<file path="src/rtl/spu_result_reducer_if.sv">
// Handshake bundle for the result reducer: the sample stream in, the summary
// stream out, and the busy status.
interface spu_result_reducer_if;
  logic       in_valid;
  logic       in_ready;
  logic [7:0] in_data;
  logic [1:0] in_op;
  logic       flush;
  logic       out_valid;
  logic       out_ready;
  logic [7:0] out_data;
  logic       out_last;
  logic       busy;

  // The reducer itself is the slave. The environment that drives samples and
  // drains frames is the master.
  modport slave (
    input  in_valid, in_data, in_op, flush, out_ready,
    output in_ready, out_valid, out_data, out_last, busy
  );

  modport master (
    output in_valid, in_data, in_op, flush, out_ready,
    input  in_ready, out_valid, out_data, out_last, busy
  );
endinterface

</file>
<file path="src/rtl/spu_result_reducer.sv">
// Accumulates sum/min/max over a window of 2^LOG2_WIN result bytes, then emits
// a 6-byte summary frame (header, sum hi, sum lo, min, max, mean).
module spu_result_reducer #(
  parameter int LOG2_WIN = 3
) (
  input  logic                clk,
  input  logic                reset,
  spu_result_reducer_if.slave bus
);

  typedef enum logic {ACCUM, EMIT} state_t;

  localparam logic [4:0] WIN = 5'(1 << LOG2_WIN);

  state_t      state_q, state_d;
  logic [15:0] sum_q, sum_d;
  logic [7:0]  min_q, min_d;
  logic [7:0]  max_q, max_d;
  logic [1:0]  op_q, op_d;
  logic        mixed_q, mixed_d;
  logic [4:0]  count_q, count_d;
  logic [2:0]  beat_q, beat_d;
  logic [7:0]  out_data_w;
  logic        accept;
  logic        first;

  assign accept = bus.in_valid && (state_q == ACCUM);
  assign first  = (count_q == 5'd0);

  always_comb begin
    state_d = state_q;
    sum_d   = sum_q;
    min_d   = min_q;
    max_d   = max_q;
    op_d    = op_q;
    mixed_d = mixed_q;
    count_d = count_q;
    beat_d  = beat_q;
    case (state_q)
      ACCUM: begin
        if (accept) begin
          sum_d   = sum_q + {8'd0, bus.in_data};
          count_d = count_q + 5'd1;
          if (first) begin
            min_d = bus.in_data;
            max_d = bus.in_data;
            op_d  = bus.in_op;
          end else begin
            min_d   = (bus.in_data < min_q) ? bus.in_data : min_q;
            max_d   = (bus.in_data > max_q) ? bus.in_data : max_q;
            mixed_d = mixed_q || (bus.in_op != op_q);
          end
        end
        // A flush closes the window only if it holds at least one sample,
        // counting one accepted in the same cycle.
        if ((accept && (count_d == WIN)) || (bus.flush && (count_d != 5'd0))) begin
          state_d = EMIT;
          beat_d  = 3'd0;
        end
      end
      EMIT: begin
        if (bus.out_ready) begin
          if (beat_q == 3'd5) begin
            state_d = ACCUM;
            sum_d   = 16'd0;
            count_d = 5'd0;
            mixed_d = 1'b0;
            beat_d  = 3'd0;
          end else begin
            beat_d = beat_q + 3'd1;
          end
        end
      end
      default: state_d = ACCUM;
    endcase
  end

  always_ff @(posedge clk or posedge reset) begin
    if (reset) begin
      state_q <= ACCUM;
      sum_q   <= 16'd0;
      min_q   <= 8'd0;
      max_q   <= 8'd0;
      op_q    <= 2'd0;
      mixed_q <= 1'b0;
      count_q <= 5'd0;
      beat_q  <= 3'd0;
    end else begin
      state_q <= state_d;
      sum_q   <= sum_d;
      min_q   <= min_d;
      max_q   <= max_d;
      op_q    <= op_d;
      mixed_q <= mixed_d;
      count_q <= count_d;
      beat_q  <= beat_d;
    end
  end

  // The mean always uses the full-window shift; partial windows show up in count.
  always_comb begin
    out_data_w = 8'h00;
    if (state_q == EMIT) begin
      case (beat_q)
        3'd0:    out_data_w = {op_q, mixed_q, count_q};
        3'd1:    out_data_w = sum_q[15:8];
        3'd2:    out_data_w = sum_q[7:0];
        3'd3:    out_data_w = min_q;
        3'd4:    out_data_w = max_q;
        3'd5:    out_data_w = 8'(sum_q >> LOG2_WIN);
        default: out_data_w = 8'h00;
      endcase
    end
  end

  assign bus.in_ready  = (state_q == ACCUM) && !reset;
  assign bus.out_valid = (state_q == EMIT);
  assign bus.out_data  = out_data_w;
  assign bus.out_last  = (state_q == EMIT) && (beat_q == 3'd5);
  assign bus.busy      = (state_q == EMIT) || (count_q != 5'd0);

endmodule

</file>
<file path="src/flat_wrapper.sv">
// flat-port wrapper written by rule: the top's interface ports become plain ports
module spu_result_reducer_flat 
#(
  parameter int LOG2_WIN = 3
)
  (clk, reset, bus_in_valid, bus_in_data, bus_in_op, bus_flush, bus_out_ready, bus_in_ready, bus_out_valid, bus_out_data, bus_out_last, bus_busy);
  spu_result_reducer_if bus_i ();
  input  logic clk;
  input  logic reset;
  input wire logic [$bits(bus_i.in_valid)-1:0] bus_in_valid;
  input wire logic [$bits(bus_i.in_data)-1:0] bus_in_data;
  input wire logic [$bits(bus_i.in_op)-1:0] bus_in_op;
  input wire logic [$bits(bus_i.flush)-1:0] bus_flush;
  input wire logic [$bits(bus_i.out_ready)-1:0] bus_out_ready;
  output wire logic [$bits(bus_i.in_ready)-1:0] bus_in_ready;
  output wire logic [$bits(bus_i.out_valid)-1:0] bus_out_valid;
  output wire logic [$bits(bus_i.out_data)-1:0] bus_out_data;
  output wire logic [$bits(bus_i.out_last)-1:0] bus_out_last;
  output wire logic [$bits(bus_i.busy)-1:0] bus_busy;
  assign bus_i.in_valid = bus_in_valid;
  assign bus_i.in_data = bus_in_data;
  assign bus_i.in_op = bus_in_op;
  assign bus_i.flush = bus_flush;
  assign bus_i.out_ready = bus_out_ready;
  assign bus_in_ready = bus_i.in_ready;
  assign bus_out_valid = bus_i.out_valid;
  assign bus_out_data = bus_i.out_data;
  assign bus_out_last = bus_i.out_last;
  assign bus_busy = bus_i.busy;
  spu_result_reducer #(.LOG2_WIN(LOG2_WIN)) u_core (.clk(clk), .reset(reset), .bus(bus_i));
endmodule
</file>
<file path="config.mk">
export PLATFORM = sky130hd
export DESIGN_NAME = spu_result_reducer_flat
export DESIGN_NICKNAME = d
export VERILOG_FILES = /design/src/rtl/spu_result_reducer_if.sv /design/src/rtl/spu_result_reducer.sv /design/src/flat_wrapper.sv
export SDC_FILE = /design/constraint.sdc
export NUM_CORES = 1
export LEC_CHECK = 0
export ABC_CLOCK_PERIOD_IN_PS = 4450
export CAP_MARGIN = 20
export CORE_UTILIZATION = 40
export DETAILED_ROUTE_END_ITERATION = 10
export PLACE_DENSITY = 0.65
export SYNTH_ARGS = -nofsm -noshare
export SYNTH_HDL_FRONTEND = slang
export SYNTH_SLANG_ARGS = --single-unit
export TNS_END_PERCENT = 10
</file>
<file path="constraint.sdc">
create_clock -name clk -period 4.45 [get_ports clk]
set_clock_uncertainty 0.1 [all_clocks]
set_input_delay 0.445 -clock clk [delete_from_list [all_inputs] [get_ports clk]]
set_output_delay 0.445 -clock clk [all_outputs]
set_load 0.03 [all_outputs]
</file>
==> metrics.txt, run 1 <==
result of the run completed; worst-path fanout max 13; Post-synth EDFFs 0; area of the mapped netlist approximately 0.0032 sq mm; Arrival @ worst endpoint 2.75 ns; Synth async-reset ratio between 90% and 100%; antenna violations before repair 0; final hold violations 0; chip width a little over 90 um; synthesized netlist net count 387; post-synthesis cell type count 56; vias in the first global route ~2700; worst slew pin tran between 0.6 and 0.7 ns; leading cell types in the layout, fill and taps excluded dfrtp_1 (44), nand2_1 (34), ha_1 (26), clkdlybuf4s50_1 (26), inv_1 (25); total of endpoints with negative setup slack in the final report 0; I/O pins 27; number of synthesized register bits 44; Cell Int Power about 0.0013 W; average cell area after synthesis just over 9 sq um; TritonCTS clock tree done; row cnt 32; Post-CTS Hold Buffers 0; Hold Startpoint u_core.sum_q[15]$_DFFE_PP0P_; commonest register cell after synthesis dfrtp_1; Congestion Overflow GR 0; Placed Cells incl. Taps around 460; slowest stage cell, crit path clkdlybuf4s50_1; clock sink count between 40 and 50; setup repair after global routing missed its margin false; layout overhead on the synthesized area 13.5%; slew margin rel. roughly 53%; relative contribution of the clock network to total power a little under an eighth; mean routed wirelength per cell between 15 and 20 um; share of layout cells above drive strength 1 around 8.4%; number of violations of the max-capacitance limit 0; Sequential Power Share between 30% and 40%; total track usage approximately 20%; Leak about 1.6 nW; Critical Setup Path Class reg2out; RR Startpoint u_core.bus.out_valid$_DFF_PP0_; clock root buffer clkbuf_8; max-slew violation count 0; max incr delay on CP ~0.71 ns; maximum vdd drop 0.233 mV; post-layout min period 3.30 ns; maximum clock rate slightly above 0.3 GHz; # resized after CTS 0; core footprint a little under 0.008 sq mm; maximum number of pins on one net before global-route repair 45; cell count after synthesis between 300 and 400; most frequent standard cell in the layout excluding fill and tap cells dfrtp_1; data required time of the critical path slightly below 4 ns; CTS H-tree lvls 2; switching pwr approximately 0.0011 W; detailed-route DRC error count 0; combinational share of power between 50% and 60%; Yosys warnings 0; category of the worst setup path launch point flip-flop; PD cells ~640 mW/mm^2; post-layout net count roughly 410; initial detailed-routing violation count 163; Hold Path Class reg2reg; Die Area 0.00841 sq mm; clock edge transition at the registers on the reported setup and hold paths 0.09 ns; Final HPWL DP roughly 6000 um; number of diodes added for antenna fixing 0; Crit. End Element output port; I/O Buffers 26; initial standard-cell utilization of the core between 40% and 50%; Placer Congestion between 0.8 and 0.9; Net Sw Frac a little under half; sequential element share of the synthesized area 34.2%; residual antenna-violating net count after detailed routing 0; Final TNS setup 0 ns; vias per cell a little under 6; number of buffers inserted by post-CTS setup repair 0; first-pass GRT wire length between 10000 and 15000 um; total wire length 8070 um; Pre-Repair DR Iteration Count 5; Bufs on Longest Clock Path 2; timing startpoint of the critical path u_core.beat_q[0]$_DFFE_PP0P_; later-pin clock latency in the skew report ~0.3 ns; Vias ~2800; Num CTS Buffers 5; ordered list of cells on the worst path inv_1, nor2_1, ha_1, a221oi_1, a21oi_1, clkdlybuf4s50_1; final critical-path share of the clock period around 74%; Vert. Die Dim 91.7 um; non-filler instance count after layout 470
## sequential cells by signal, indices dropped and copies added, names as in the netlist
signal,cells
u_core.op_q,2
u_core.sum_q,16
u_core.max_q,8
u_core.count_q,5
u_core.mixed_q,1
u_core.bus.out_valid,1
u_core.min_q,8
u_core.beat_q,3
## stage by stage
stage / hold slack [ns] / instance area (sq um) / setup slack (ns) / util, % / total power, W
floorplan: 0.340 / 3220 / 2.15 / - / 0.00167
global placement: 0.369 / 3560 / 1.54 / 45.9 / 0.00202
detailed placement: 0.372 / 3560 / 1.47 / 45.9 / 0.00205
CTS: 0.389 / 3650 / 1.14 / 47.1 / 0.00233
global route: 0.438 / 3650 / 0.835 / 47.1 / 0.00252
finish: 0.388 / 3650 / 1.15 / 47.1 / 0.00233
## critical path, delay by kind of cell, from the launching register on
family | cells | cell delay, ns
compound gates | 2 | 0.34
flops | 1 | 0.69
fa+ha+maj | 1 | 0.34
simple gates | 1 | 0.15
buf+inv | 2 | 0.93
## power by group through the flow
| stage | clock [W] | sequential (W) | combinational [W] |
|---|---|---|---|
| after CTS | 0.000276 | 0.000761 | 0.00129 |
| after detailed placement | 0 | 0.000769 | 0.00129 |
| after floorplan | 0 | 0.000656 | 0.00101 |
| after global routing | 0.000292 | 0.000788 | 0.00144 |
| final | 0.000273 | 0.000765 | 0.00129 |
| after global placement | 0 | 0.000767 | 0.00125 |
## synth_stat cells, types with 4 or more instances
cell,n,area share [%]
nor3_1,6,0.93
o21a_1,6,1.4
nand2_1,34,4.0
xnor2_1,4,1.1
mux2i_1,10,3.1
mux2_2,10,3.5
o211ai_1,16,3.7
ha_1,26,10
mux4_2,5,3.5
clkbuf_1,10,1.2
inv_1,26,3.0
a2bb2oi_1,8,2.2
a211oi_1,4,0.93
nor2_1,17,2.0
nand3_1,24,3.7
o21ai_0,22,3.4
a21oi_1,9,1.4
xor2_1,5,1.4
a222oi_1,6,1.9
dfrtp_1,44,34
## worst paths after layout
path	to	slack, ns	depth (start not counted)
worst max register to register	u_core.beat_q[0]$_DFFE_PP0P_	1.97	5
worst max-delay path	bus_out_data[0]	1.15	6
worst min register to register	u_core.sum_q[15]$_DFFE_PP0P_	0.39	1
min in group asynchronous	u_core.count_q[3]$_DFFE_PP0P_	0.52	3
worst min-delay path	u_core.sum_q[15]$_DFFE_PP0P_	0.39	1
max in group asynchronous	u_core.min_q[2]$_DFFE_PP0P_	3.32	3
## layout make-up
cell class	count	area, sq um
inverter	27	101
tap	102	128
fill	756	4110
clock buffer	8	90.1
multi-input combinational	261	1960
timing repair buffer	28	275
sequential	44	1100
## metal layers
layer / track usage (%) / up-vias / wire [um]
li1: - / 1324 / -
met5: 0 / - / 0
met1: 26.1 / 1356 / 3500
met4: 11.7 / 0 / 408
met2: 33.2 / 80 / 3780
met3: 2.82 / 30 / 383
## kinds of logic after synthesis
kind of cell               Yosys count  share of synthesized area, %
AOI/OAI and AO/OA                   96                          21.8
xor gates and xnor gates             9                          2.45
adders and majority gates           27                          10.7
buffers and inverters               40                          4.97
DFF                                 44                          34.2
muxes                               25                          10.1
and+or+nand+nor                    104                          15.8
(Power assumes the default switching activity.)
==> run 2, diff against run 1 <==
ABC_CLOCK_PERIOD_IN_PS = 3300   (was 4450)
clock period = 3.3 ns   (was 4.45 ns; I/O delays follow)
==> metrics.txt, run 2 (same netlist as run 1, synthesis figures left out) <==
result of the run completed; total track usage 20.9%; register with the most flip-flops u_core.sum_q; slew margin rel. a little over two fifths; maximum vdd drop 0.283 mV; initial detailed-routing violation count between 150 and 200; setup repair after global routing missed its margin false; Vert. Die Dim around 90 um; Hold Path Class in2async; Final HPWL DP between 6000 and 7000 um; Post-CTS Hold Buffers 0; row cnt 32; later-pin clock latency in the skew report 0.31 ns; core footprint 0.00777 sq mm; vias in the first global route about 2800; I/O pins 27; minimum hold slack approximately 0.3 ns; vias per cell just under 6; detailed-route DRC error count 0; Leak 1.66 nW; worst-path fanout max 15; worst slew pin tran ~0.85 ns; I/O Buffers 26; leading cell types in the layout, fill and taps excluded dfrtp_1 (42), nand2_1 (34), ha_1 (26), clkdlybuf4s50_1 (26), inv_1 (25); antenna violations before repair 0; clock sink count 44; total of endpoints with negative setup slack in the final report 0; final hold violations 0; total wire length approximately 8100 um; final critical-path share of the clock period a little over nine tenths; Die Area around 0.0084 sq mm; met3 usage under 10%; TritonCTS clock tree done; maximum clock rate about 0.32 GHz; post-layout net count between 400 and 500; first-pass GRT wire length between 10000 and 15000 um; Critical Setup Path Class reg2out; Congestion Overflow GR 0; max-slew violation count 0; slowest stage cell, crit path dfrtp_1; Arrival @ worst endpoint 2.74 ns; GR met2 Demand/Resource 33.8%; Crit. End Element output port; layout overhead on the synthesized area 15.3%; Reg2Reg Setup Slack ~0.9 ns; most frequent standard cell in the layout excluding fill and tap cells dfrtp_1; mean routed wirelength per cell around 17 um; terminus of the critical flop-to-flop path u_core.sum_q[4]$_DFFE_PP0P_; number of buffers inserted by post-CTS setup repair 0; Bufs on Longest Clock Path 2; ordered list of cells on the worst path inv_1, ha_1, a222oi_1, nor2_1, clkdlybuf4s50_1; number of diodes added for antenna fixing 0; Placer Congestion around 0.9; number of violations of the max-capacitance limit 0; max incr delay on CP slightly above 0.7 ns; Pre-Repair DR Iteration Count 7; share of layout cells above drive strength 1 about 10%; clock edge transition at the registers on the reported setup and hold paths around 0.090 ns; number of flip-flops under the largest register name 16; data required time of the critical path 2.87 ns; clock root buffer clkbuf_8; reg2reg path depth 4; PD cells 876 mW/mm^2; maximum number of pins on one net before global-route repair 27; initial standard-cell utilization of the core about 41%; CTS H-tree lvls 2; Final TNS setup 0 ns; global-route layer with the greatest usage met2; RR Startpoint u_core.beat_q[2]$_DFFE_PP0P_; Vias around 2700; post-layout min period roughly 3.2 ns; global-route track usage on met1 between 20% and 30%; Num CTS Buffers 5; chip width around 90 um; residual antenna-violating net count after detailed routing 0; Largest regs u_core.sum_q: 16 flops, u_core.max_q: 8 flops, u_core.min_q: 8 flops; category of the worst setup path launch point flip-flop
[run 2: what timing repair did]
action | 4_1_cts | 5_1_grt
resized for setup | 0 | 3
endpoints found under the hold margin | 0 | 0
setup endpoints to repair | 0 | 8
[run 2: area by class of cell]
type	count	area [sq um]
fill	730	4060
multi-input combinational	261	1960
sequential	44	1100
timing repair buffer	30	290
tap	102	128
inverter	27	105
clock buffer	7	96.3
clock inverter	1	30.0
[run 2: metrics by stage]
step	instances	util [%]	power [W]	setup slack [ns]	instance area (sq um)
after global routing	472	47.8	0.00350	0.0388	3710
final	472	47.8	0.00325	0.132	3710
after CTS	472	47.7	0.00325	0.0766	3710
after detailed placement	464	46.1	0.00278	0.435	3580
after global placement	464	46.1	0.00273	0.506	3580
after floorplan	345	-	0.00225	1.11	3220
[run 2: where the power goes]
part           switching, W  leakage (nW)  internal, W  total, W
combinational      0.000962          1.07     0.000808   0.00177
clock              0.000196        0.0645     0.000267  0.000463
sequential         0.000289         0.526     0.000731   0.00102
total               0.00145          1.66      0.00181   0.00325
[run 2: layer usage]
layer | part of all wire, % | wire length [um] | vias to the layer above
met3 | 4.2 | 340 | 23
met4 | 3.9 | 317 | 0
met1 | 46 | 3700 | 1290
li1 | - | - | 1338
met2 | 46 | 3730 | 73
met5 | 0 | 0 | -
[run 2: worst max-delay path by stage]
| stage | start | endpoint | slack [ns] | depth (start not counted) |
|---|---|---|---|---|
| finish | u_core.beat_q[2]$_DFFE_PP0P_ | bus_out_data[2] | 0.13 | 5 |
| global route | u_core.beat_q[2]$_DFFE_PP0P_ | bus_out_data[3] | 0.04 | 5 |
| CTS | u_core.beat_q[0]$_DFFE_PP0P_ | bus_out_data[0] | 0.08 | 6 |
| detailed placement | u_core.beat_q[0]$_DFFE_PP0P_ | bus_out_data[1] | 0.44 | 6 |
| global placement | bus_in_data[7] | u_core.min_q[0]$_DFFE_PP0P_ | 0.51 | 6 |
| floorplan | u_core.beat_q[1]$_DFFE_PP0P_ | bus_out_data[0] | 1.11 | 7 |
[run 2: critical path: cells and delay by family, from the launching register on]
kind | cells | cell delay, ns
AO/OA/AOI/OAI | 1 | 0.46
flip-flops | 1 | 0.72
adder cells (fa/ha/maj) | 1 | 0.36
buffers and inverters | 2 | 0.81
AND/OR/NAND/NOR | 1 | 0.07
